===== src/rtl/mips_datapath_memory_arbiter.sv =====
// Arbiter sharing the memory datapath between fetch (I) and data (D) requesters; optional
// MIPS_DATAPATH_MEMORY_ARBITER_ALIGNCHECK_EN adds i_err/d_err. ByteEnable: 0 None,1 Byte,2 Half,3 Word.
module mips_datapath_memory_arbiter #(
  parameter int unsigned ADDR_L     = 64,
  parameter int unsigned ADDR_W     = $clog2(ADDR_L),
  parameter int unsigned MEM_LAT    = 1,
  parameter int unsigned STARVE_MAX = 4
) (
  input  logic              ctrl_clk,
  input  logic              ctrl_rst,
  input  logic              i_req,
  input  logic [ADDR_W+1:0] i_addr,
  output logic              i_gnt,
  output logic              i_rvalid,
  output logic [31:0]       i_rdata,
  input  logic              d_req,
  input  logic [ADDR_W+1:0] d_addr,
  input  logic [31:0]       d_wdata,
  input  logic              d_control_we,
  input  logic [1:0]        d_control_be,
  input  logic              d_control_sx,
  output logic              d_gnt,
  output logic              d_rvalid,
  output logic [31:0]       d_rdata,
  output logic [ADDR_W+1:0] mem_addr,
  output logic [31:0]       mem_data,
  output logic              mem_control_we,
  output logic [1:0]        mem_control_be,
  output logic              mem_control_sx,
  input  logic [31:0]       mem_out
`ifdef MIPS_DATAPATH_MEMORY_ARBITER_ALIGNCHECK_EN
  ,
  output logic              i_err,
  output logic              d_err
`endif
);

  localparam int unsigned   SW        = $clog2(STARVE_MAX) + 1;
  localparam logic [SW-1:0] StarveMax = SW'(STARVE_MAX);
  localparam logic [1:0]    BeNone    = 2'd0;
  localparam logic [1:0]    BeWord    = 2'd3;

  logic [SW-1:0]      r_starve;
  logic [MEM_LAT-1:0] r_vld;
  logic [MEM_LAT-1:0] r_own;  // 1 = D owns the in-flight read
  logic               w_i_gnt;
  logic               w_d_gnt;
  logic               w_i_mis;
  logic               w_d_mis;
  logic               w_issue;

`ifdef MIPS_DATAPATH_MEMORY_ARBITER_ALIGNCHECK_EN
  localparam logic [1:0] BeHalf = 2'd2;

  logic r_i_err;
  logic r_d_err;

  assign w_i_mis = (i_addr[1:0] != 2'b00);
  assign w_d_mis = ((d_control_be == BeHalf) && d_addr[0]) ||
                   ((d_control_be == BeWord) && (d_addr[1:0] != 2'b00));

  always_ff @(posedge ctrl_clk) begin
    if (ctrl_rst) begin
      r_i_err <= 1'b0;
      r_d_err <= 1'b0;
    end else begin
      r_i_err <= w_i_gnt & w_i_mis;
      r_d_err <= w_d_gnt & w_d_mis;
    end
  end

  assign i_err = r_i_err & ~ctrl_rst;
  assign d_err = r_d_err & ~ctrl_rst;
`else
  assign w_i_mis = 1'b0;
  assign w_d_mis = 1'b0;
`endif

  // D has priority until I has watched STARVE_MAX consecutive D grants.
  assign w_i_gnt = ~ctrl_rst & i_req & (~d_req | (r_starve == StarveMax));
  assign w_d_gnt = ~ctrl_rst & d_req & ~w_i_gnt;
  assign i_gnt   = w_i_gnt;
  assign d_gnt   = w_d_gnt;

  assign w_issue = (w_i_gnt & ~w_i_mis) |
                   (w_d_gnt & ~w_d_mis & ~d_control_we & (d_control_be != BeNone));

  always_comb begin
    mem_addr       = '0;
    mem_data       = '0;
    mem_control_we = 1'b0;
    mem_control_be = BeNone;
    mem_control_sx = 1'b0;
    if (w_i_gnt) begin
      mem_addr       = i_addr;
      mem_control_be = w_i_mis ? BeNone : BeWord;
      mem_control_sx = 1'b1;
    end else if (w_d_gnt) begin
      mem_addr       = d_addr;
      mem_data       = d_wdata;
      mem_control_we = d_control_we & ~w_d_mis;
      mem_control_be = w_d_mis ? BeNone : d_control_be;
      mem_control_sx = d_control_sx;
    end
  end

  always_ff @(posedge ctrl_clk) begin
    if (ctrl_rst) begin
      r_starve <= '0;
      r_vld    <= '0;
      r_own    <= '0;
    end else begin
      if (w_i_gnt || !i_req) begin
        r_starve <= '0;
      end else if (w_d_gnt && (r_starve != StarveMax)) begin
        r_starve <= r_starve + SW'(1);
      end
      r_vld[0] <= w_issue;
      r_own[0] <= w_d_gnt;
      for (int k = 1; k < MEM_LAT; k++) begin
        r_vld[k] <= r_vld[k-1];
        r_own[k] <= r_own[k-1];
      end
    end
  end

  assign i_rvalid = ~ctrl_rst & r_vld[MEM_LAT-1] & ~r_own[MEM_LAT-1];
  assign d_rvalid = ~ctrl_rst & r_vld[MEM_LAT-1] & r_own[MEM_LAT-1];
  assign i_rdata  = i_rvalid ? mem_out : 32'h0;
  assign d_rdata  = d_rvalid ? mem_out : 32'h0;

endmodule


===== config.mk =====
export PLATFORM = sky130hd
export DESIGN_NAME = mips_datapath_memory_arbiter
export DESIGN_NICKNAME = d
export VERILOG_FILES = /design/src/rtl/mips_datapath_memory_arbiter.sv
export SDC_FILE = /design/constraint.sdc
export NUM_CORES = 1
export LEC_CHECK = 0
export BUFFER_PORTS_ARGS = -buffer_cell sky130_fd_sc_hd__buf_2
export CORE_AREA = 2 2 78 80
export CTS_CLUSTER_SIZE = 10
export DETAILED_ROUTE_END_ITERATION = 12
export DIE_AREA = 0 0 80 82
export GPL_ROUTABILITY_DRIVEN = 0
export PLACE_DENSITY = 0.64
export SLEW_MARGIN = 20
export SYNTH_ARGS = -nofsm -noshare
export SYNTH_HDL_FRONTEND = slang
export SYNTH_SLANG_ARGS = --single-unit

===== constraint.sdc =====
create_clock -name ctrl_clk -period 4.4 [get_ports ctrl_clk]
set_input_delay 0.88 -clock ctrl_clk [delete_from_list [all_inputs] [get_ports ctrl_clk]]
set_output_delay 0.88 -clock ctrl_clk [all_outputs]
set_load 0.03 [all_outputs]

==> run_summary.xml, run 1 <==
<?xml version="1.0" encoding="UTF-8"?>
<metrics>
  <group name="worst_setup_path">
    <metric name="worst-path-buf-inv" unit="">2</metric>
    <metric name="slowest_delay" unit="ns">0.41</metric>
    <metric name="critical-path-top-delay-family" unit="">simple AND/OR/NAND/NOR gates</metric>
    <metric name="timing.reg2reg.worst_path_depth" unit="">4</metric>
    <metric name="cp_data_required_time" unit="ns">3.52</metric>
    <metric name="timing.critical_path.depth" unit="">5</metric>
    <metric name="cp_slowest_cell" unit="">sky130_fd_sc_hd__nand3_2</metric>
    <metric name="cp_cell_sequence" unit="">buf_2 &gt; nand3_2 &gt; and2_4 &gt; a22o_1 &gt; buf_2</metric>
    <metric name="setup.reg_to_reg.worst_slack" unit="ns">2.94</metric>
    <metric name="timing_worst_setup_path_type" unit="">in2out</metric>
    <metric name="data_arrival_time_at_the_worst_slack_endpoint" unit="ns">2.22</metric>
    <metric name="kind_of_start_point_of_the_critical_path" unit="">input pin</metric>
    <metric name="worstPathMaxFanout" unit="">35</metric>
    <metric name="crit_path_frequent_cell" unit="">sky130_fd_sc_hd__buf_2</metric>
    <metric name="end_kind" unit="">output port</metric>
  </group>
  <group name="finish">
    <metric name="final_net_count" unit="">430</metric>
    <metric name="final_core_utilization" unit="%">36.7</metric>
    <metric name="final-seq-area" unit="um2">100</metric>
    <metric name="most-common-layout-cells" unit="">sky130_fd_sc_hd__buf_2, sky130_fd_sc_hd__and2_1, sky130_fd_sc_hd__and3_1, sky130_fd_sc_hd__a22o_1, sky130_fd_sc_hd__dfxtp_1</metric>
    <metric name="post_route_cells_drive_above_1_share" unit="%">62.8</metric>
    <metric name="total_of_fill_cells_in_the_finished_design" unit="">608</metric>
    <metric name="multiInputGateArea" unit="um2">853</metric>
    <metric name="layout-area-overhead-vs-synth" unit="%">103</metric>
    <metric name="mostFrequentLayoutCell" unit="">sky130_fd_sc_hd__buf_2</metric>
    <metric name="antennaDiodeCount" unit="">0</metric>
  </group>
  <group name="cts">
    <metric name="cts_repair_resize_count" unit="">0</metric>
    <metric name="insertion_delay" unit="ns">0.22</metric>
    <metric name="cts_setup_buffers" unit="">0</metric>
    <metric name="cts_tree" unit="">built</metric>
    <metric name="max-clock-path-buffers" unit="">2</metric>
    <metric name="clock_buffers_created_by_tritoncts" unit="">3</metric>
    <metric name="holdBufCountCts" unit="">0</metric>
    <metric name="cts-root-buf" unit="">sky130_fd_sc_hd__clkbuf_8</metric>
    <metric name="clk_pin_slew_worst_paths" unit="ns">0.03</metric>
    <metric name="cts_htree_levels" unit="">1</metric>
    <metric name="cts.sinks" unit="">5</metric>
  </group>
  <group name="floorplanning">
    <metric name="floorplan.die_area" unit="um2">6560</metric>
    <metric name="core_region_area" unit="um2">5750</metric>
    <metric name="initial_standard_cell_utilization_of_the_core" unit="%">18.1</metric>
    <metric name="die_y" unit="um">82</metric>
    <metric name="placementRows" unit="">28</metric>
    <metric name="ioPinCount" unit="">200</metric>
    <metric name="die_x" unit="um">80</metric>
  </group>
  <group name="pwr">
    <metric name="ir_worst_vdd" unit="V">0.000128</metric>
    <metric name="power_per_cell_area" unit="nW/um2">142</metric>
    <metric name="p_leak" unit="nW">1.51</metric>
  </group>
  <group name="routing">
    <metric name="route.detailed.wl_per_inst" unit="um">11.1</metric>
    <metric name="dr_total_vias" unit="">1699</metric>
    <metric name="initialDrtViolationCount" unit="">18</metric>
    <metric name="remaining_drc_errors" unit="">0</metric>
    <metric name="routed_wirelength" unit="mm">4.61</metric>
    <metric name="first_pass_iters" unit="">2</metric>
    <metric name="avgViaCountPerCell" unit="">4.10</metric>
    <metric name="ant_nets" unit="">0</metric>
  </group>
  <group name="timing">
    <metric name="finalCriticalPeriod" unit="ns">3.10</metric>
    <metric name="finalHoldViolCount" unit="">0</metric>
    <metric name="timing.clock.skew" unit="ns">0.0000583</metric>
    <metric name="rsz0062_at_grt" unit="">false</metric>
    <metric name="final-setup-viol-count" unit="">0</metric>
    <metric name="maxSlewViolCount" unit="">0</metric>
    <metric name="max-slew-margin-rel" unit="%">46.7</metric>
    <metric name="setup_total_negative_slack" unit="ns">0</metric>
    <metric name="max_freq" unit="MHz">323</metric>
    <metric name="finalCritPeriodShare" unit="%">70.4</metric>
    <metric name="worst-slew-pin-transition" unit="ns">0.799</metric>
  </group>
  <group name="placement">
    <metric name="hpwl" unit="mm">3.97</metric>
    <metric name="port_bufs" unit="">199</metric>
  </group>
  <group name="global_route">
    <metric name="overflow" unit="">0</metric>
    <metric name="global_route_wire_length_before_repair" unit="mm">6.60</metric>
    <metric name="first_global_vias" unit="">1492</metric>
    <metric name="grtUsageTotal" unit="%">12.3</metric>
    <metric name="initial_antenna_violation_count" unit="">0</metric>
    <metric name="grt_start_max_net_pins" unit="">39</metric>
  </group>
  <group name="synth">
    <metric name="cell_area_synth" unit="um2">1040</metric>
    <metric name="syn-num-nets" unit="">239</metric>
    <metric name="synth-seq-cells" unit="">5</metric>
    <metric name="post_synthesis_sequential_area_ratio" unit="%">9.64</metric>
    <metric name="synth_warnings" unit="">0</metric>
    <metric name="syn-mean-instance-area" unit="um2">6.97</metric>
    <metric name="synthesis.instances" unit="">149</metric>
    <metric name="synth_cell_types" unit="">27</metric>
  </group>
  <group name="status">
    <metric name="run_status" unit="">completed</metric>
  </group>
  <group name="worst_hold_path">
    <metric name="hold_crit_class" unit="">reg2reg</metric>
    <metric name="timing.hold.worst_path_depth" unit="">1</metric>
  </group>
  <group name="run">
    <metric name="cap_violations" unit="">0</metric>
  </group>
</metrics>
-- kinds of logic after synthesis --
kind of cell / share of synthesized area (%)
simple gates: 68.1
mux: 0.964
compound gates: 10.7
fa+ha+maj: 2.41
flops: 9.64
buf+inv: 8.19
-- through the flow --
step	cell area, um2	hold slack [ns]	setup WS, ns	std cells	total power, mW
2_1_floorplan	1040	0.426	1.79	149	0.147
3_3_place_gp	2070	0.445	1.34	410	0.216
3_5_place_dp	2070	0.459	1.30	410	0.218
4_1_cts	2110	0.464	1.30	414	0.304
5_1_grt	2110	0.487	1.14	414	0.318
6_report	2110	0.466	1.30	414	0.300
-- final timing paths --
check                    from           to
setup / recovery        i_req  mem_addr[0]
hold / removal    r_starve[0]  r_starve[0]
setup reg to reg  r_starve[0]        r_own
hold reg to reg   r_starve[0]  r_starve[0]
-- area by class of cell --
| type | instances | area share (%) |
|---|---|---|
| well taps | 75 | 4.45 |
| repair buffers | 201 | 47.9 |
| flip-flops and latches | 5 | 4.74 |
| inverters | 2 | 0.356 |
| multi-input cells | 127 | 40.4 |
| clock buffers | 4 | 2.13 |
-- synthesized netlist by cell type, drive strengths merged --
cell type	instances	area [um2]
a21o	3	22.5
and4b	1	11.3
mux2i	1	10.0
and3b	1	8.76
clkbuf	6	23.8
buf	9	53.8
nand3	1	10.0
ha	2	25.0
o21ai	1	5.00
a21boi	1	7.51
and3	33	211
nor2b	1	8.76
a22o	8	70.1
nor3b	2	20.0
dfxtp	5	100
nand2	1	3.75
o22ai	1	6.26
and2	66	415
inv	2	7.51
nand2b	1	6.26
nor2	3	11.3
-- state kept, by name, summed over array words and instances (netlist names) --
name / cells
r_own: 1
r_starve: 3
r_vld: 1
-- routing by layer --
| metal | routed length, um | share of wire (%) | GRT usage (%) |
|---|---|---|---|
| met3 | 551 | 12 | 2.31 |
| met1 | 1790 | 39 | 13.8 |
| met2 | 2260 | 49 | 24.7 |
| met4 | 0 | 0 | 1.36 |
| met5 | 0 | 0 | 0 |
-- worst reg2reg max path, cell delays in order (launching register included) --
cell	delay, ns
sky130_fd_sc_hd__dfxtp_1	0.32
sky130_fd_sc_hd__inv_1	0.06
sky130_fd_sc_hd__ha_1	0.20
sky130_fd_sc_hd__nand3_2	0.43
sky130_fd_sc_hd__and2_1	0.34
-- power by group --
part	switching [mW]	internal (mW)	leakage [nW]
Combinational	0.101	0.0662	1.44
Clock	0.0219	0.0621	0.0228
Sequential	0.000911	0.0472	0.0410
Total	0.124	0.176	1.51
(Power assumes the default switching activity.)
==> inputs of run 2 (changes only) <==
--- a/config.mk
+++ b/config.mk
@@ -5,13 +5,14 @@
 export SDC_FILE = /design/constraint.sdc
 export NUM_CORES = 1
 export LEC_CHECK = 0
+export ABC_AREA = 1
 export BUFFER_PORTS_ARGS = -buffer_cell sky130_fd_sc_hd__buf_2
-export CORE_AREA = 2 2 78 80
+export CORE_AREA = 2 2 77 79
 export CTS_CLUSTER_SIZE = 10
 export DETAILED_ROUTE_END_ITERATION = 12
-export DIE_AREA = 0 0 80 82
+export DIE_AREA = 0 0 79 81
 export GPL_ROUTABILITY_DRIVEN = 0
-export PLACE_DENSITY = 0.64
+export PLACE_DENSITY = 0.69
 export SLEW_MARGIN = 20
 export SYNTH_ARGS = -nofsm -noshare
 export SYNTH_HDL_FRONTEND = slang
==> constraint.sdc (replaced) <==
create_clock -name ctrl_clk -period 2.5 [get_ports ctrl_clk]
set_input_delay 0.5 -clock ctrl_clk [delete_from_list [all_inputs] [get_ports ctrl_clk]]
set_output_delay 0.5 -clock ctrl_clk [all_outputs]
set_load 0.03 [all_outputs]
==> run 2 against run 1 <==
Critical path depth rose by 3. Synthesized cell count rose by 58%. Cell area rose by 2.6%. Global-route usage fell by 0.18 points. First-iteration DRC count rose by 78%. Total power rose by 82%. Clock skew rose by 0.0014 ns. Routed wire length fell by 2.0%. Setup slack got worse by 1.1 ns. Register-to-register slack got worse by 1.8 ns. Clock power rose by 73%. Cell count rose by 22%. Critical endpoint is now mem_data[9].
==> run_summary.xml, run 2 <==
<?xml version="1.0" encoding="UTF-8"?>
<metrics>
  <group name="cts">
    <metric name="insertion_delay" unit="ns">0.22</metric>
    <metric name="max-clock-path-buffers" unit="">2</metric>
    <metric name="clock_buffers_created_by_tritoncts" unit="">3</metric>
    <metric name="cts_tree" unit="">built</metric>
    <metric name="clk_pin_slew_worst_paths" unit="ns">0.03</metric>
    <metric name="cts-root-buf" unit="">sky130_fd_sc_hd__clkbuf_8</metric>
    <metric name="cts_htree_levels" unit="">1</metric>
    <metric name="cts_setup_buffers" unit="">0</metric>
    <metric name="cts_repair_resize_count" unit="">0</metric>
    <metric name="holdBufCountCts" unit="">0</metric>
    <metric name="cts.sinks" unit="">5</metric>
  </group>
  <group name="synth">
    <metric name="synth_async_sr_flop_share" unit="%">0</metric>
    <metric name="synthesis.instances" unit="">236</metric>
    <metric name="share_of_synthesized_cell_area_in_and_or_nand_and_nor_gates" unit="%">53.8</metric>
    <metric name="synth-compound-area-share" unit="%">0.685</metric>
    <metric name="synth-adder-area-share" unit="%">2.28</metric>
    <metric name="number_of_flops_mapped_to_enable_cells_by_yosys" unit="">0</metric>
    <metric name="post-synth-top-area-fraction" unit="%">33.2</metric>
    <metric name="ys_top_cells_by_count" unit="">sky130_fd_sc_hd__nor2_1, sky130_fd_sc_hd__inv_1, sky130_fd_sc_hd__nand3_1</metric>
    <metric name="syn-mean-instance-area" unit="um2">4.64</metric>
    <metric name="synth_most_common_cell" unit="">sky130_fd_sc_hd__nor2_1</metric>
    <metric name="synth_cell_types" unit="">17</metric>
    <metric name="dominant_combinational_cell_family_by_area_after_synthesis" unit="">simple AND/OR/NAND/NOR gates</metric>
    <metric name="post_synth_xor_area_fraction" unit="%">0.799</metric>
    <metric name="synth_top_cells_by_area" unit="">sky130_fd_sc_hd__nor2_1, sky130_fd_sc_hd__inv_1, sky130_fd_sc_hd__dfxtp_1</metric>
    <metric name="synth_warnings" unit="">0</metric>
    <metric name="syn-num-nets" unit="">326</metric>
    <metric name="synthDominantAreaCellType" unit="">sky130_fd_sc_hd__nor2_1</metric>
    <metric name="muxShareOfSynthArea" unit="%">0</metric>
    <metric name="synth_flop_cell" unit="">sky130_fd_sc_hd__dfxtp_1</metric>
    <metric name="synth-seq-cells" unit="">5</metric>
    <metric name="post_synthesis_sequential_area_ratio" unit="%">9.13</metric>
    <metric name="cell_area_synth" unit="um2">1100</metric>
  </group>
  <group name="timing">
    <metric name="finalHoldViolCount" unit="">0</metric>
    <metric name="worst-slew-pin-transition" unit="ns">0.345</metric>
    <metric name="final-setup-viol-count" unit="">0</metric>
    <metric name="rsz0062_at_grt" unit="">false</metric>
    <metric name="maxSlewViolCount" unit="">0</metric>
    <metric name="setup_total_negative_slack" unit="ns">0</metric>
    <metric name="finalCriticalPeriod" unit="ns">2.29</metric>
    <metric name="timing.clock.skew" unit="ns">0.00141</metric>
    <metric name="max_freq" unit="MHz">436</metric>
    <metric name="postLayoutSetupSlackWorst" unit="ns">0.205</metric>
    <metric name="max-slew-margin-rel" unit="%">77.0</metric>
    <metric name="finalCritPeriodShare" unit="%">91.8</metric>
  </group>
  <group name="finish">
    <metric name="largest_register_ff_count" unit="">3</metric>
    <metric name="layout-area-overhead-vs-synth" unit="%">97.6</metric>
    <metric name="final_net_count" unit="">521</metric>
    <metric name="largest_register" unit="">r_starve</metric>
    <metric name="post_route_cells_drive_above_1_share" unit="%">49.5</metric>
    <metric name="mostFrequentLayoutCell" unit="">sky130_fd_sc_hd__buf_2</metric>
    <metric name="largest_registers" unit="">r_starve: 3 flops, r_own: 1 flops, r_vld: 1 flops</metric>
    <metric name="most-common-layout-cells" unit="">sky130_fd_sc_hd__buf_2, sky130_fd_sc_hd__nor2_1, sky130_fd_sc_hd__inv_1, sky130_fd_sc_hd__nand3_1, sky130_fd_sc_hd__nand2_1</metric>
    <metric name="antennaDiodeCount" unit="">0</metric>
  </group>
  <group name="global_route">
    <metric name="grt_most_used_layer" unit="">met2</metric>
    <metric name="grt_start_max_net_pins" unit="">36</metric>
    <metric name="grtUsageTotal" unit="%">12.2</metric>
    <metric name="initial_antenna_violation_count" unit="">0</metric>
    <metric name="overflow" unit="">0</metric>
    <metric name="globalRouteMet2Util" unit="%">24.9</metric>
    <metric name="global_route_wire_length_before_repair" unit="mm">6.38</metric>
    <metric name="grtUsageMet1" unit="%">11.8</metric>
    <metric name="groute.layer.met3.usage" unit="%">2.56</metric>
    <metric name="first_global_vias" unit="">1602</metric>
  </group>
  <group name="worst_hold_path">
    <metric name="hold_end" unit="">r_starve[0]</metric>
    <metric name="hold_start" unit="">r_starve[0]</metric>
    <metric name="timing.hold.worst_path_depth" unit="">1</metric>
    <metric name="hold_crit_class" unit="">reg2reg</metric>
  </group>
  <group name="placement">
    <metric name="port_bufs" unit="">199</metric>
    <metric name="pre_cts_ws" unit="ns">0.325</metric>
    <metric name="hpwl" unit="mm">3.90</metric>
  </group>
  <group name="pwr">
    <metric name="internal_power" unit="mW">0.301</metric>
    <metric name="clock_power_share" unit="%">26.5</metric>
    <metric name="total_switching_power" unit="mW">0.246</metric>
    <metric name="p_seq_share" unit="%">15.5</metric>
    <metric name="power.share.combinational" unit="%">58.1</metric>
    <metric name="ir_worst_vdd" unit="V">0.000121</metric>
    <metric name="power_switching_share" unit="%">45.0</metric>
    <metric name="p_leak" unit="nW">1.78</metric>
    <metric name="power_per_cell_area" unit="nW/um2">252</metric>
  </group>
  <group name="floorplanning">
    <metric name="die_y" unit="um">81</metric>
    <metric name="ioPinCount" unit="">200</metric>
    <metric name="floorplan.die_area" unit="um2">6400</metric>
    <metric name="initial_standard_cell_utilization_of_the_core" unit="%">19.3</metric>
    <metric name="die_x" unit="um">79</metric>
    <metric name="placementRows" unit="">28</metric>
    <metric name="core_region_area" unit="um2">5680</metric>
  </group>
  <group name="worst_setup_path">
    <metric name="critPathLaunch" unit="">r_starve[0]</metric>
    <metric name="worst_r2r_endpoint" unit="">r_own</metric>
    <metric name="timing.reg2reg.worst_path_depth" unit="">7</metric>
    <metric name="worstReg2RegStart" unit="">r_starve[0]</metric>
    <metric name="end_kind" unit="">output port</metric>
    <metric name="kind_of_start_point_of_the_critical_path" unit="">register</metric>
    <metric name="worstPathMaxFanout" unit="">35</metric>
    <metric name="data_arrival_time_at_the_worst_slack_endpoint" unit="ns">1.79</metric>
    <metric name="cp_data_required_time" unit="ns">2.00</metric>
    <metric name="setup.reg_to_reg.worst_slack" unit="ns">1.13</metric>
    <metric name="timing_worst_setup_path_type" unit="">reg2out</metric>
  </group>
  <group name="routing">
    <metric name="ant_nets" unit="">0</metric>
    <metric name="route.detailed.wl_per_inst" unit="um">8.94</metric>
    <metric name="avgViaCountPerCell" unit="">3.83</metric>
    <metric name="initialDrtViolationCount" unit="">32</metric>
    <metric name="first_pass_iters" unit="">4</metric>
    <metric name="dr_total_vias" unit="">1936</metric>
    <metric name="routed_wirelength" unit="mm">4.52</metric>
    <metric name="remaining_drc_errors" unit="">0</metric>
  </group>
  <group name="run">
    <metric name="cap_violations" unit="">0</metric>
  </group>
  <group name="status">
    <metric name="run_status" unit="">completed</metric>
  </group>
</metrics>
run 2: cell types whose count changed in the layout (fill, tap and decap cells not counted), sizes merged, moves of 2 or more:
cell,delta
and3,-33
a22o,-8
nor3b,-2
inv,+74
nand2,+19
and2,-66
a21o,-3
nand3,+17
nor2,+98
run 2: metrics by stage:
step | std cells | hold slack [ns] | utilization (%) | total power [mW] | area [um2]
finish | 505 | 0.450 | 38.2 | 0.547 | 2170
global route | 505 | 0.488 | 38.2 | 0.587 | 2170
CTS | 505 | 0.456 | 38.2 | 0.554 | 2170
detailed placement | 501 | 0.447 | 37.4 | 0.407 | 2120
global placement | 501 | 0.430 | 37.4 | 0.403 | 2120
floorplan | 236 | 0.417 | - | 0.284 | 1100
run 2: worst max-delay path, stage by stage (launching register included):
cell and delay, ns:
sky130_fd_sc_hd__dfxtp_1 0.34, sky130_fd_sc_hd__inv_1 0.05, sky130_fd_sc_hd__ha_1 0.18, sky130_fd_sc_hd__nand2_1 0.12, sky130_fd_sc_hd__nand2_4 0.11, sky130_fd_sc_hd__nand2_4 0.16
sky130_fd_sc_hd__nand2_4 0.22, sky130_fd_sc_hd__nor2_1 0.17, sky130_fd_sc_hd__buf_2 0.22
run 2: power by group through the flow:
stage          Combinational (mW)  Sequential, mW  Clock [mW]
6_report                    0.317          0.0847       0.145
3_3_place_gp                0.317          0.0857           0
2_1_floorplan               0.199          0.0855           0
3_5_place_dp                0.321          0.0858           0
5_1_grt                     0.348          0.0852       0.153
4_1_cts                     0.322          0.0847       0.148
run 2: worst max path at each step:
stage                    to  depth (start not counted)
6_report        mem_data[9]                          8
4_1_cts        mem_data[24]                          8
2_1_floorplan  mem_data[10]                          8
3_3_place_gp   mem_data[29]                          6
3_5_place_dp   mem_data[30]                          6
5_1_grt        mem_data[31]                          8
run 2: per-layer routing:
layer / up-vias / routed length [um] / share of wire (%)
met5: - / 0 / 0
li1: 1034 / - / -
met1: 774 / 1610 / 36
met3: 5 / 552 / 12
met2: 123 / 2290 / 51
met4: 0 / 59 / 1.3
run 2: cell type report:
cell class	instances	area, um2
Fill cell	639	3510
Timing Repair Buffer	201	1010
Multi-Input combinational cell	144	631
Inverter	76	285
Sequential cell	5	100
Tap cell	75	93.8
Clock buffer	4	45.0
run 2: logic make-up after synthesis:
logic type / after synthesis
AO/OA/AOI/OAI: 1
XOR/XNOR: 1
adder cells (fa/ha/maj): 2
buffers and inverters: 87
flip-flops: 5
AND/OR/NAND/NOR: 140
==> inputs of run 3 (changes only) <==
--- a/config.mk
+++ b/config.mk
@@ -12,7 +12,7 @@
 export DETAILED_ROUTE_END_ITERATION = 12
 export DIE_AREA = 0 0 79 81
 export GPL_ROUTABILITY_DRIVEN = 0
-export PLACE_DENSITY = 0.69
+export PLACE_DENSITY = 0.66
 export SLEW_MARGIN = 20
 export SYNTH_ARGS = -nofsm -noshare
 export SYNTH_HDL_FRONTEND = slang
==> constraint.sdc (replaced) <==
create_clock -name ctrl_clk -period 2.2 [get_ports ctrl_clk]
set_input_delay 0.44 -clock ctrl_clk [delete_from_list [all_inputs] [get_ports ctrl_clk]]
set_output_delay 0.44 -clock ctrl_clk [all_outputs]
set_load 0.03 [all_outputs]
==> run 3 against run 2 <==
Clock skew is 0.00067 ns lower. Largest power group unchanged. Clock power is 19% higher. Global-route usage is 0.18 points lower. Via count is 2.2% higher. Sequential share of layout area is 0.20 points lower. Die area stayed put. Routed wire length is 4.6% higher. Critical path type unchanged. Sequential cell count stayed put. Sequential power is 14% higher.
==> run_summary.xml, run 3 (same netlist as run 2, synthesis figures left out) <==
<?xml version="1.0" encoding="UTF-8"?>
<metrics>
  <group name="finish">
    <metric name="mostFrequentLayoutCell" unit="">sky130_fd_sc_hd__buf_2</metric>
    <metric name="largest_registers" unit="">r_starve: 3 flops, r_own: 1 flops, r_vld: 1 flops</metric>
    <metric name="post_route_cells_drive_above_1_share" unit="%">50.2</metric>
    <metric name="most-common-layout-cells" unit="">sky130_fd_sc_hd__buf_2, sky130_fd_sc_hd__nor2_1, sky130_fd_sc_hd__inv_1, sky130_fd_sc_hd__nand3_1, sky130_fd_sc_hd__nand2_1</metric>
    <metric name="antennaDiodeCount" unit="">0</metric>
    <metric name="largest_register" unit="">r_starve</metric>
    <metric name="largest_register_ff_count" unit="">3</metric>
    <metric name="layout-area-overhead-vs-synth" unit="%">106</metric>
    <metric name="final_net_count" unit="">527</metric>
  </group>
  <group name="global_route">
    <metric name="grtUsageTotal" unit="%">12.0</metric>
    <metric name="grt_start_max_net_pins" unit="">36</metric>
    <metric name="overflow" unit="">0</metric>
    <metric name="global_route_wire_length_before_repair" unit="mm">6.28</metric>
    <metric name="initial_antenna_violation_count" unit="">0</metric>
    <metric name="first_global_vias" unit="">1576</metric>
  </group>
  <group name="pwr">
    <metric name="totalPowerFinal" unit="mW">0.649</metric>
    <metric name="power_per_cell_area" unit="nW/um2">287</metric>
    <metric name="p_leak" unit="nW">1.81</metric>
    <metric name="ir_worst_vdd" unit="V">0.000129</metric>
  </group>
  <group name="floorplanning">
    <metric name="floorplan.die_area" unit="um2">6400</metric>
    <metric name="die_y" unit="um">81</metric>
    <metric name="initial_standard_cell_utilization_of_the_core" unit="%">19.3</metric>
    <metric name="ioPinCount" unit="">200</metric>
    <metric name="core_region_area" unit="um2">5680</metric>
    <metric name="die_x" unit="um">79</metric>
    <metric name="placementRows" unit="">28</metric>
  </group>
  <group name="cts">
    <metric name="cts.sinks" unit="">5</metric>
    <metric name="cts-root-buf" unit="">sky130_fd_sc_hd__clkbuf_8</metric>
    <metric name="cts_tree" unit="">built</metric>
    <metric name="max-clock-path-buffers" unit="">2</metric>
    <metric name="clock_buffers_created_by_tritoncts" unit="">3</metric>
    <metric name="clk_pin_slew_worst_paths" unit="ns">0.04</metric>
    <metric name="insertion_delay" unit="ns">0.22</metric>
    <metric name="cts_htree_levels" unit="">1</metric>
  </group>
  <group name="routing">
    <metric name="route.detailed.wl_per_inst" unit="um">9.24</metric>
    <metric name="routed_wirelength" unit="mm">4.72</metric>
    <metric name="first_pass_iters" unit="">4</metric>
    <metric name="initialDrtViolationCount" unit="">36</metric>
    <metric name="ant_nets" unit="">0</metric>
    <metric name="remaining_drc_errors" unit="">0</metric>
    <metric name="avgViaCountPerCell" unit="">3.87</metric>
    <metric name="dr_total_vias" unit="">1979</metric>
  </group>
  <group name="worst_hold_path">
    <metric name="hold_crit_class" unit="">reg2reg</metric>
  </group>
  <group name="status">
    <metric name="run_status" unit="">completed</metric>
  </group>
  <group name="timing">
    <metric name="maxSlewViolCount" unit="">0</metric>
    <metric name="max-slew-margin-rel" unit="%">77.9</metric>
    <metric name="rsz0062_at_grt" unit="">false</metric>
    <metric name="finalHoldViolCount" unit="">0</metric>
    <metric name="finalCriticalPeriod" unit="ns">2.05</metric>
    <metric name="worst-slew-pin-transition" unit="ns">0.331</metric>
    <metric name="setup_total_negative_slack" unit="ns">0</metric>
    <metric name="finalCritPeriodShare" unit="%">93.0</metric>
    <metric name="final-setup-viol-count" unit="">0</metric>
    <metric name="timing.clock.skew" unit="ns">0.000746</metric>
    <metric name="fin_worst_hold_slack" unit="ns">0.449</metric>
    <metric name="postLayoutSetupSlackWorst" unit="ns">0.155</metric>
    <metric name="max_freq" unit="MHz">489</metric>
  </group>
  <group name="worst_setup_path">
    <metric name="cp_data_required_time" unit="ns">1.76</metric>
    <metric name="data_arrival_time_at_the_worst_slack_endpoint" unit="ns">1.61</metric>
    <metric name="setup.reg_to_reg.worst_slack" unit="ns">0.95</metric>
    <metric name="end_kind" unit="">output port</metric>
    <metric name="worstPathMaxFanout" unit="">18</metric>
    <metric name="kind_of_start_point_of_the_critical_path" unit="">register</metric>
    <metric name="timing_worst_setup_path_type" unit="">reg2out</metric>
  </group>
  <group name="run">
    <metric name="cap_violations" unit="">0</metric>
  </group>
  <group name="placement">
    <metric name="pre_cts_ws" unit="ns">0.172</metric>
    <metric name="hpwl" unit="mm">3.85</metric>
    <metric name="port_bufs" unit="">199</metric>
  </group>
</metrics>
-- run 3: layout make-up --
type,count,area (um2)
inverters,76,285
multi-input cells,146,679
fillers,647,3410
flip-flops and latches,5,100
well taps,75,93.8
clock buffers,4,45.0
repair buffers,205,1060
-- run 3: final timing paths --
path / start / endpoint / cells after the start
max reg2reg: r_starve[0] / r_vld / 7
min: r_starve[0] / r_starve[0] / 1
max: r_starve[0] / mem_data[28] / 8
min reg2reg: r_starve[0] / r_starve[0] / 1
-- run 3: what timing repair did --
action,4_1_cts,5_1_grt
pin swaps,1,3
resized for setup,1,4
gates cloned,0,2
setup buffers,0,2
hold buffers,0,0
setup endpoints to repair,33,34
-- run 3: through the flow --
step	utilization [%]	std cells	instance area [um2]
after global placement	37.6	503	2140
after CTS	38.6	507	2190
after global routing	39.9	511	2260
after floorplan	-	236	1100
after detailed placement	37.6	503	2140
final	39.9	511	2260
-- run 3: power by group --
group          internal (mW)  switching [mW]  total, mW
sequential            0.0945         0.00173     0.0962
clock                  0.125          0.0475      0.172
combinational          0.134           0.246      0.380
-- run 3: critical path, cell delays in order (launching register included) --
cell and delay (ns):
sky130_fd_sc_hd__dfxtp_1 0.34, sky130_fd_sc_hd__inv_1 0.06, sky130_fd_sc_hd__ha_1 0.18, sky130_fd_sc_hd__nand2_1 0.12, sky130_fd_sc_hd__nand2_4 0.11, sky130_fd_sc_hd__nand2_8 0.14
sky130_fd_sc_hd__nand2_8 0.11, sky130_fd_sc_hd__nor2_1 0.12, sky130_fd_sc_hd__clkbuf_4 0.20
-- run 3: metal layers --
metal | GRT usage, % | share of wire [%] | wire [um] | up-vias
li1 | - | - | - | 1047
met1 | 10.9 | 35 | 1660 | 803
met2 | 25.5 | 51 | 2420 | 125
met3 | 2.33 | 13 | 594 | 4
met4 | 4.66 | 1.0 | 49 | 0
met5 | 0 | 0 | 0 | -
